[config.mk]
export PLATFORM = sky130hd
export DESIGN_NAME = mc_controller
export DESIGN_NICKNAME = d
export VERILOG_FILES = /design/src/rtl/mc_controller.sv
export SDC_FILE = /design/constraint.sdc
export NUM_CORES = 1
export LEC_CHECK = 0
export ABC_CLOCK_PERIOD_IN_PS = 1900
export CAP_MARGIN = 30
export CORE_MARGIN = 2
export CORE_UTILIZATION = 35
export CTS_CLUSTER_DIAMETER = 200
export DETAILED_ROUTE_END_ITERATION = 16
export PLACE_DENSITY_LB_ADDON = 0.25
export SYNTH_ARGS = -nofsm -noshare
export SYNTH_HDL_FRONTEND = slang
export SYNTH_SLANG_ARGS = --single-unit
[constraint.sdc]
create_clock -name clk -period 1.9 [get_ports clk]
set_input_delay 0.285 -clock clk [delete_from_list [all_inputs] [get_ports clk]]
set_output_delay 0.285 -clock clk [all_outputs]
set_load 0.03 [all_outputs]
[src/rtl/mc_controller.sv]
// Multicycle MIPS-subset control unit: Moore FSM sequencing fetch, decode and
// per-class execute/writeback steps for lw, sw, R-type, beq, addi and j.
module mc_controller (
    input  logic       clk,
    input  logic       reset,
    input  logic [5:0] op,
    input  logic [5:0] funct,
    input  logic       zero,
    output logic       pcen,
    output logic       irwrite,
    output logic       iord,
    output logic       memwrite,
    output logic       regwrite,
    output logic       regdst,
    output logic       memtoreg,
    output logic       alusrca,
    output logic [1:0] alusrcb,
    output logic [1:0] pcsrc,
    output logic [2:0] alucont
);

    typedef enum logic [3:0] {
        FETCH   = 4'd0,
        DECODE  = 4'd1,
        MEMADR  = 4'd2,
        MEMRD   = 4'd3,
        MEMWB   = 4'd4,
        MEMWR   = 4'd5,
        RTYPEEX = 4'd6,
        RTYPEWB = 4'd7,
        BEQEX   = 4'd8,
        ADDIEX  = 4'd9,
        ADDIWB  = 4'd10,
        JEX     = 4'd11
    } state_t;

    localparam logic [5:0] OP_LW    = 6'b100011;
    localparam logic [5:0] OP_SW    = 6'b101011;
    localparam logic [5:0] OP_RTYPE = 6'b000000;
    localparam logic [5:0] OP_BEQ   = 6'b000100;
    localparam logic [5:0] OP_ADDI  = 6'b001000;
    localparam logic [5:0] OP_J     = 6'b000010;

    state_t     r_state;
    logic [2:0] w_funct_alu;

    always_ff @(posedge clk) begin
        if (reset) begin
            r_state <= FETCH;
        end else begin
            case (r_state)
                FETCH:   r_state <= DECODE;
                DECODE: begin
                    case (op)
                        OP_LW, OP_SW: r_state <= MEMADR;
                        OP_RTYPE:     r_state <= RTYPEEX;
                        OP_BEQ:       r_state <= BEQEX;
                        OP_ADDI:      r_state <= ADDIEX;
                        OP_J:         r_state <= JEX;
                        default:      r_state <= FETCH;
                    endcase
                end
                MEMADR:  r_state <= (op == OP_LW) ? MEMRD : MEMWR;
                MEMRD:   r_state <= MEMWB;
                RTYPEEX: r_state <= RTYPEWB;
                ADDIEX:  r_state <= ADDIWB;
                // Terminal states and any unused encoding fall back to FETCH
                default: r_state <= FETCH;
            endcase
        end
    end

    always_comb begin
        case (funct)
            6'b100000: w_funct_alu = 3'b010;
            6'b100010: w_funct_alu = 3'b110;
            6'b100100: w_funct_alu = 3'b000;
            6'b100101: w_funct_alu = 3'b001;
            6'b101010: w_funct_alu = 3'b111;
            default:   w_funct_alu = 3'b010;
        endcase
    end

    always_comb begin
        pcen     = 1'b0;
        irwrite  = 1'b0;
        iord     = 1'b0;
        memwrite = 1'b0;
        regwrite = 1'b0;
        regdst   = 1'b0;
        memtoreg = 1'b0;
        alusrca  = 1'b0;
        alusrcb  = 2'b00;
        pcsrc    = 2'b00;
        alucont  = 3'b010;
        case (r_state)
            FETCH: begin
                alusrcb = 2'b01;
                irwrite = 1'b1;
                pcen    = 1'b1;
            end
            DECODE:  alusrcb = 2'b11;
            MEMADR: begin
                alusrca = 1'b1;
                alusrcb = 2'b10;
            end
            MEMRD:   iord = 1'b1;
            MEMWB: begin
                memtoreg = 1'b1;
                regwrite = 1'b1;
            end
            MEMWR: begin
                iord     = 1'b1;
                memwrite = 1'b1;
            end
            RTYPEEX: begin
                alusrca = 1'b1;
                alucont = w_funct_alu;
            end
            RTYPEWB: begin
                regdst   = 1'b1;
                regwrite = 1'b1;
            end
            BEQEX: begin
                alusrca = 1'b1;
                alucont = 3'b110;
                pcsrc   = 2'b01;
                pcen    = zero;
            end
            ADDIEX: begin
                alusrca = 1'b1;
                alusrcb = 2'b10;
            end
            ADDIWB:  regwrite = 1'b1;
            JEX: begin
                pcsrc = 2'b10;
                pcen  = 1'b1;
            end
            default: ;
        endcase
    end

endmodule

---- Word-level counts from Yosys, hierarchy flattened ----
Index checks and enable logic that the tools add are counted.
word-level totals
  flip-flop bits (word level) ............. 4
  bits in latches ......................... 0
  RAM bits ................................ 0
  bits in read-only memories .............. 0
  input bits .............................. 15
  output and inout port bits .............. 15
  logic and storage cells ................. 44
  memories kept ........................... 0
operators by class
  add/sub/neg operators ................... 0
  $mul .................................... 0
  div/mod/pow operators ................... 0
  order comparisons ....................... 0
  equality and inequality tests ........... 20
  shift-type cells ........................ 0
  mux-type cells .......................... 15
  bitwise operators ....................... 0
  reduce and logical (&&, ||, !) cells .... 8
operators by type and width
  kind                count
  $eq 6x6->1 const B  6
  $pmux 4 s6          1
  $pmux 4 s5          1
  $eq 4x3->1 const B  4
  $eq 4x4->1 const B  4
  $pmux 3 s4          1
  $eq 4x2->1 const B  2
  $reduce_or 2->1     4
  $mux 1              7
  $eq 6x2->1 const B  1
  $eq 6x3->1 const B  1
  $eq 6x4->1 const B  1
  $logic_not 6->1     1
  $pmux 2 s3          1
  $pmux 3 s2          1
  $eq 4x1->1 const B  1
  $logic_not 4->1     1
  $pmux 2 s2          1
  $reduce_or 4->1     1
  $mux 3              1
  $reduce_or 3->1     1
  $pmux 1 s2          1

---- Depth between registers and ports, before layout ----
Gate-level depths: netlist of the first run.
  depth after elaboration ................. 4
  depth in mapped cells ................... 4
  mapped depth without buffers ............ 4

---- Least setup slack after synthesis of the first run ----
Ideal clock, no wire load.
  path type ............................... register -> output
  start point ............................. register r_state[1]
  end point ............................... output port alucont[2]
  data arrival time ....................... 1636 ps
  data required time ...................... 1615 ps
  slack ................................... -21 ps
  stages on the path, launching flop included .. 4
  buffers on the path ..................... 1
  cell sequence ........................... dfxtp_1 buf_2 nor3_1 o21bai_1
on the way
  word-level cells in the longest chain between the ends .. 2
  elaborated cells between the ends (all ways) .. 3
  classes of those cells .................. eq/ne: 2; mux: 1
ends and longest elaborated chain
  item                                             line  text
  start: declaration                               44    state_t r_state;
  start signal: assignment                         63    MEMADR: r_state <= (op == OP_LW) ? MEMRD : MEMWR;
  $eq 4x4->1 / $eq 4x3->1 (equally long branches)  96    case (r_state)
  $pmux 3 s2 (*)                                   96
  end: declaration                                 19    output logic [2:0] alucont
Mark *: on every way between the ends. The rest lies on a longest branch, timed or not.

---- Worst setup path after layout of the first run ----
  start point ............................. register r_state[3]
  end point ............................... output port alucont[2]
Same word-level chain as after synthesis.

==> results of run 1 <==
[power breakdown]
part           total (W)  switching, W  leakage (nW)  internal, W
sequential     0.0000882    0.00000131        0.0331    0.0000869
clock           0.000106     0.0000350        0.0138    0.0000707
combinational   0.000114     0.0000566         0.336    0.0000578
total           0.000308     0.0000929         0.383     0.000215
[tightest hold or removal path, stage by stage (launching register included)]
cell,delay [ns]
dfxtp_1,0.30
buf_4,0.18
nand3b_1,0.09
a21oi_1,0.04
[worst paths after layout]
path	slack, ns	depth (start not counted)	endpoint	startpoint
max reg2reg	0.62	5	r_state[1]	r_state[2]
min	0.66	3	r_state[3]	r_state[0]
min reg2reg	0.66	3	r_state[3]	r_state[0]
max	-0.04	5	alucont[2]	r_state[3]
[Yosys cell counts (all sizes together)]
master,instances,area (µm²)
nor2,12,45.04
nand2b,5,38.78
dfxtp,4,80.08
nand3b,4,30.03
a21oi,3,15.01
a31oi,3,18.77
buf,3,15.01
nor2b,3,18.77
nor3,3,15.01
nor4,3,18.77
inv,2,7.510
nand3,2,10.01
nor3b,2,15.01
o21bai,2,15.01
xor2,2,17.52
a2111oi,1,10.01
a211oi,1,7.510
a21o,1,7.510
a41oi,1,8.760
clkbuf,1,3.750
nand2,1,3.750
nand4,1,6.260
nand4b,1,8.760
o21ai,1,5.000
o22ai,1,6.260
o2bb2a,1,10.01
o31ai,1,7.510
or3,1,6.260
or3b,1,8.760
or4b,1,13.76
xnor2,1,8.760
[what timing repair did]
item	in CTS	in global routing
gates resized for setup	12	15
setup endpoints to repair	11	3
buffers inserted	1	2
pin swaps	0	3
[per-stage QoR]
step	power (W)	area, µm²	instances	hold slack (ns)
floorplan	0.0001435	488.0	69	0.3695
global placement	0.0001989	823.3	117	0.6249
detailed placement	0.0002018	823.3	117	0.6351
CTS	0.0003093	845.8	121	0.6519
global route	0.0003272	885.9	123	0.6658
finish	0.0003084	885.9	123	0.6559
[cell families after synthesis]
kind of cell | count (synthesis)
and+or+nand+nor | 40
xor gates and xnor gates | 3
DFF | 4
buffers and inverters | 6
AOI/OAI and AO/OA | 16
[area by class of cell]
| class | count | area [µm²] | share of cell area (%) |
|---|---|---|---|
| tap | 15 | 18.77 | 2.119 |
| clock buffer | 3 | 22.52 | 2.542 |
| sequential | 4 | 81.33 | 9.181 |
| multi-input combinational | 59 | 392.9 | 44.35 |
| timing repair buffer | 40 | 362.8 | 40.96 |
| inverter | 2 | 7.507 | 0.8475 |
[routing by layer]
| layer | up-vias | routed length, µm | part of all wire (%) | GRT usage, % |
|---|---|---|---|---|
| met5 | - | 0 | 0 | 0 |
| li1 | 338 | - | - | - |
| met4 | 0 | 19 | 1.2 | 2.419 |
| met1 | 311 | 590 | 37 | 19.81 |
| met2 | 41 | 826 | 51 | 39.06 |
| met3 | 2 | 170 | 11 | 5.978 |
==> run_results.csv, run 1 <==
group,metric,value,unit
run_status,outcome,"finished with violations",
run_status,violations,"negative setup slack",
logic_synthesis,synth_cell_types,32,
routing,wl,1606,µm
timing,setup_viol,1,
final_layout,largest_reg_flops,4,
timing,layout_min_cycle_time,1.940,ns
floorplanning,num_rows,13,
job,cap_violations,0,
final_layout,final_util,68.08,%
power_and_ir_drop,p_leak,0.3826,nW
floorplanning,ios,30,
timing,skew,0.001310,ns
floorplanning,die_w,41.15,µm
logic_synthesis,synth_xor_area_share,5.440,%
timing,tightest_slew,0.3848,ns
placed_design,dp_hpwl,1191,µm
worst_setup_path,worstSetupPathType,"reg2out",
global_routing,grt_max_degree,16,
routing,post_drt_via_cell_ratio,5.626,
final_layout,mostFrequentLayoutCells,"buf_4, clkdlybuf4s50_1, nor2_1",
timing,timing.slew.headroom,74.11,%
logic_synthesis,ys_seq_elements,4,
final_layout,nets,125,
final_layout,layout_commonest_cell,"buf_4",
placed_design,dp_slack,-0.3677,ns
placed_design,gp_congestion,0.8704,
final_layout,area_growth,83.42,%
floorplanning,start_util,37.12,%
final_layout,top_register,"r_state",
final_layout,top_regs,"r_state (4)",
worst_setup_path,cpMaxStageDelayCell,"or4b_4",
logic_synthesis,synth-simple-area-share,49.48,%
floorplanning,die_area,1693,µm²
global_routing,grt_pass1_wl,2242,µm
clock_network,cts_buffers,3,
global_routing,grt_pass1_vias,593,
worst_setup_path,crit_chain,"nand2b_4 > or4b_4 > buf_6 > o21bai_1 > buf_4",
worst_hold_path,worstHoldPathType,"reg2reg",
worst_setup_path,required,1.62,ns
clock_network,cts_max_level,1,
routing,drt_pass1_iterations,4,
timing,rsz0062_at_grt,"true",
timing,fmax,515.5,MHz
clock_network,cts_sinks,4,
timing,fin_crit_sh,102.1,%
clock_network,max-clock-path-buffers,2,
floorplanning,die_y,41.15,µm
final_layout,drive_above_1_share,25.93,%
global_routing,grt_use_total,19.53,%
power_and_ir_drop,vdd.ir_drop.worst,374.5,µV
logic_synthesis,synth_area,483.0,µm²
final_layout,n_fill_cell,142,
placed_design,numPortBuffers,29,
timing,fin_tns_setup,-0.03976,ns
logic_synthesis,ys.warnings.count,0,
global_routing,antenna_found_initial,0,
worst_setup_path,critPathLaunchType,"flop",
global_routing,grt-ovfl-total,0,
worst_setup_path,crit_buf_inv,2,
floorplanning,core-area,1301,µm²
timing,slew_violations,0,
power_and_ir_drop,powerDensity,348.1,nW/µm²
clock_network,clk_pin_slew,0.04,ns
clock_network,worstSkewPairLatency,0.23,ns
final_layout,antenna_cells,0,
clock_network,cts-root-buf,"clkbuf_4",
clock_network,cts_tree,"built",
worst_setup_path,arrival,1.65,ns
logic_synthesis,synth_mux_area_share,0,%
logic_synthesis,synthAdderAreaFrac,0,%
routing,vias,692,
timing,hold_viol_final,0,
worst_setup_path,crit_path_max_incr_delay,0.54,ns
routing,wl_per_cell,13.06,µm
logic_synthesis,syn_nets,84,
logic_synthesis,synthCells,69,
worst_setup_path,end_kind,"output pin",
logic_synthesis,synth_compound_area_share,23.06,%
clock_network,cts_hold_buf,0,
logic_synthesis,avgSynthCellArea,6.999,µm²
logic_synthesis,seq_area_frac_synth,16.58,%
routing,ant_nets,0,
timing,setup_slack,-0.03976,ns
logic_synthesis,synth_top_family_by_area,"simple AND/OR/NAND/NOR gates",
routing,initialDrtViolationCount,13,
worst_setup_path,critPathTopFamily,"simple AND/OR/NAND/NOR gates",
worst_setup_path,critical_path.max_fanout,2,
routing,drc,0,
(Power assumes the default switching activity.)
==> inputs of run 2 (changes only) <==
- SETUP_SLACK_MARGIN: default -> 0.1
==> run 2 against run 1 <==
  * The run still ends with negative setup slack left
  * Via count is 1.4% higher
  * Wire length is 3.2% lower
  * Global-route usage is 0.33 points higher
  * Critical path depth stayed put
  * First-iteration DRC count is 69% higher
  * Sequential share of layout area hardly changed
  * Highest routed layer unchanged
  * Largest power group unchanged
  * Clock-buffer cell count stayed put
==> run_results.csv, run 2 (synthesis gave the netlist of run 1 again) <==
group,metric,value,unit
run_status,outcome,"finished with violations",
run_status,violations,"negative setup slack",
power_and_ir_drop,p_int,0.0002135,W
global_routing,grt-ovfl-total,0,
worst_hold_path,worstHoldPathType,"reg2reg",
power_and_ir_drop,seqPwrFrac,29.0,%
power_and_ir_drop,power.total,0.0003052,W
timing,layout_min_cycle_time,1.902,ns
floorplanning,num_rows,13,
timing,setup_slack,-0.001641,ns
global_routing,grt_use_total,19.87,%
routing,drc,0,
placed_design,dp_slack,-0.3677,ns
routing,wl_per_cell,12.44,µm
final_layout,area_growth,83.68,%
floorplanning,die_area,1693,µm²
worst_hold_path,worstHoldEndpoint,"r_state[3]",
worst_setup_path,r2r_setup_slack,0.64,ns
global_routing,antenna_found_initial,0,
worst_setup_path,end_kind,"output pin",
final_layout,register_area,81.33,µm²
clock_network,clk_pin_slew,0.04,ns
power_and_ir_drop,switching_power,0.00009166,W
timing,hold_viol_final,0,
power_and_ir_drop,vdd.ir_drop.worst,370.8,µV
timing,rsz0062_at_grt,"true",
clock_network,worstSkewPairLatency,0.23,ns
final_layout,nets,127,
routing,post_drt_via_cell_ratio,5.616,
timing,fmax,525.9,MHz
global_routing,grtUsageMet2,39.06,%
worst_setup_path,critPathLaunchType,"input port",
routing,ant_nets,0,
clock_network,cts_buffers,3,
final_layout,mostFrequentLayoutCells,"buf_4, nor2_1, clkdlybuf4s50_1",
clock_network,cts_hold_buf,0,
final_layout,antenna_cells,0,
floorplanning,ios,30,
final_layout,top_register,"r_state",
final_layout,largest_reg_flops,4,
final_layout,drive_above_1_share,32.73,%
power_and_ir_drop,clkPwrFrac,34.2,%
clock_network,max-clock-path-buffers,2,
floorplanning,die_y,41.15,µm
job,cap_violations,0,
worst_hold_path,hold_path_startpoint,"r_state[0]",
global_routing,grt_pass1_vias,585,
worst_setup_path,critical_path.max_fanout,2,
worst_setup_path,worstSetupPathType,"in2out",
final_layout,top_regs,"r_state (4)",
placed_design,gp_congestion,0.8704,
final_layout,fin_area,887.1,µm²
final_layout,multiInputGateArea,397.9,µm²
global_routing,grt_pass1_wl,2283,µm
worst_setup_path,required,1.62,ns
global_routing,met3_usage,5.978,%
global_routing,busiest_layer,"met2",
worst_setup_path,reg2regPathDepth,5,
timing,timing.slew.headroom,74.39,%
worst_setup_path,reg2reg_to,"r_state[1]",
global_routing,grtUsageMet1,21.41,%
power_and_ir_drop,p_leak,0.3793,nW
clock_network,cts_max_level,1,
global_routing,grt_max_degree,16,
power_and_ir_drop,powerDensity,344.0,nW/µm²
power_and_ir_drop,combPwrFrac,36.8,%
power_and_ir_drop,swShare,30.03,%
final_layout,n_fill_cell,138,
routing,initialDrtViolationCount,22,
worst_setup_path,reg2reg_from,"r_state[2]",
timing,skew,0.001877,ns
routing,wl,1555,µm
placed_design,numPortBuffers,29,
floorplanning,core-area,1301,µm²
routing,drt_pass1_iterations,4,
placed_design,post_dp_cell_area,823.3,µm²
timing,tightest_slew,0.3806,ns
final_layout,layout_commonest_cell,"buf_4",
clock_network,cts_sinks,4,
floorplanning,die_w,41.15,µm
clock_network,cts-root-buf,"clkbuf_4",
routing,vias,702,
clock_network,cts_tree,"built",
timing,slew_violations,0,
floorplanning,start_util,37.12,%
worst_hold_path,hold_depth,3,
placed_design,dp_hpwl,1191,µm
worst_setup_path,arrival,1.62,ns
timing,fin_crit_sh,100.1,%
timing,setup_viol,1,
run 2: power groups by stage:
| stage | Sequential [W] | Combinational (W) | Clock [W] |
|---|---|---|---|
| floorplan | 0.0000902 | 0.0000533 | 0 |
| global placement | 0.0000893 | 0.000110 | 0 |
| detailed placement | 0.0000894 | 0.000112 | 0 |
| CTS | 0.0000882 | 0.000111 | 0.000109 |
| global route | 0.0000887 | 0.000122 | 0.000116 |
| finish | 0.0000884 | 0.000112 | 0.000104 |
run 2: through the flow:
stage / cells / hold slack, ns / setup TNS, ns / utilization [%]
final: 125 / 0.6610 / -0.001641 / 68.17
after global routing: 125 / 0.6650 / -0.06951 / 68.17
after CTS: 122 / 0.6519 / -0.08583 / 66.06
after detailed placement: 117 / 0.6351 / -0.5092 / 63.27
after global placement: 117 / 0.6249 / -0.4236 / 63.27
after floorplan: 69 / 0.3695 / 0 / -
run 2: timing repair:
action | 4_1_cts | 5_1_grt
buffers inserted | 2 | 3
pin swaps | 2 | 1
gates resized for setup | 20 | 23
endpoints found under the setup margin | 12 | 8
run 2: critical path, stage by stage:
cell             delay, ns
clkdlybuf4s50_1       0.45
or4b_4                0.46
buf_6                 0.14
o21bai_1              0.11
buf_4                 0.17
run 2: how the worst max path moves through the flow:
stage / from / to / slack, ns
after floorplan: r_state[3] / irwrite / 0.10
after CTS: r_state[3] / alucont[1] / -0.04
after detailed placement: funct[4] / alucont[1] / -0.37
after global routing: r_state[0] / alucont[2] / -0.07
final: funct[5] / alucont[2] / -0.002
after global placement: funct[4] / alucont[1] / -0.34
run 2: final cells by class:
type / instances / area share [%]
clock buffer: 3 / 2.539
inverter: 2 / 0.8463
multi-input combinational: 59 / 44.85
sequential: 4 / 9.168
tap: 15 / 2.116
timing repair buffer: 42 / 40.48
run 2: per-layer routing:
metal	up-vias	part of all wire, %
met5	-	0
met4	0	0.90
met3	2	8.5
met2	32	51
met1	324	39
li1	344	-
==> inputs of run 3 (changes only) <==
- CTS_CLUSTER_DIAMETER: 200 -> default
==> results of run 3 <==
The final DEF is identical to that of run 2; final timing and power are the same.
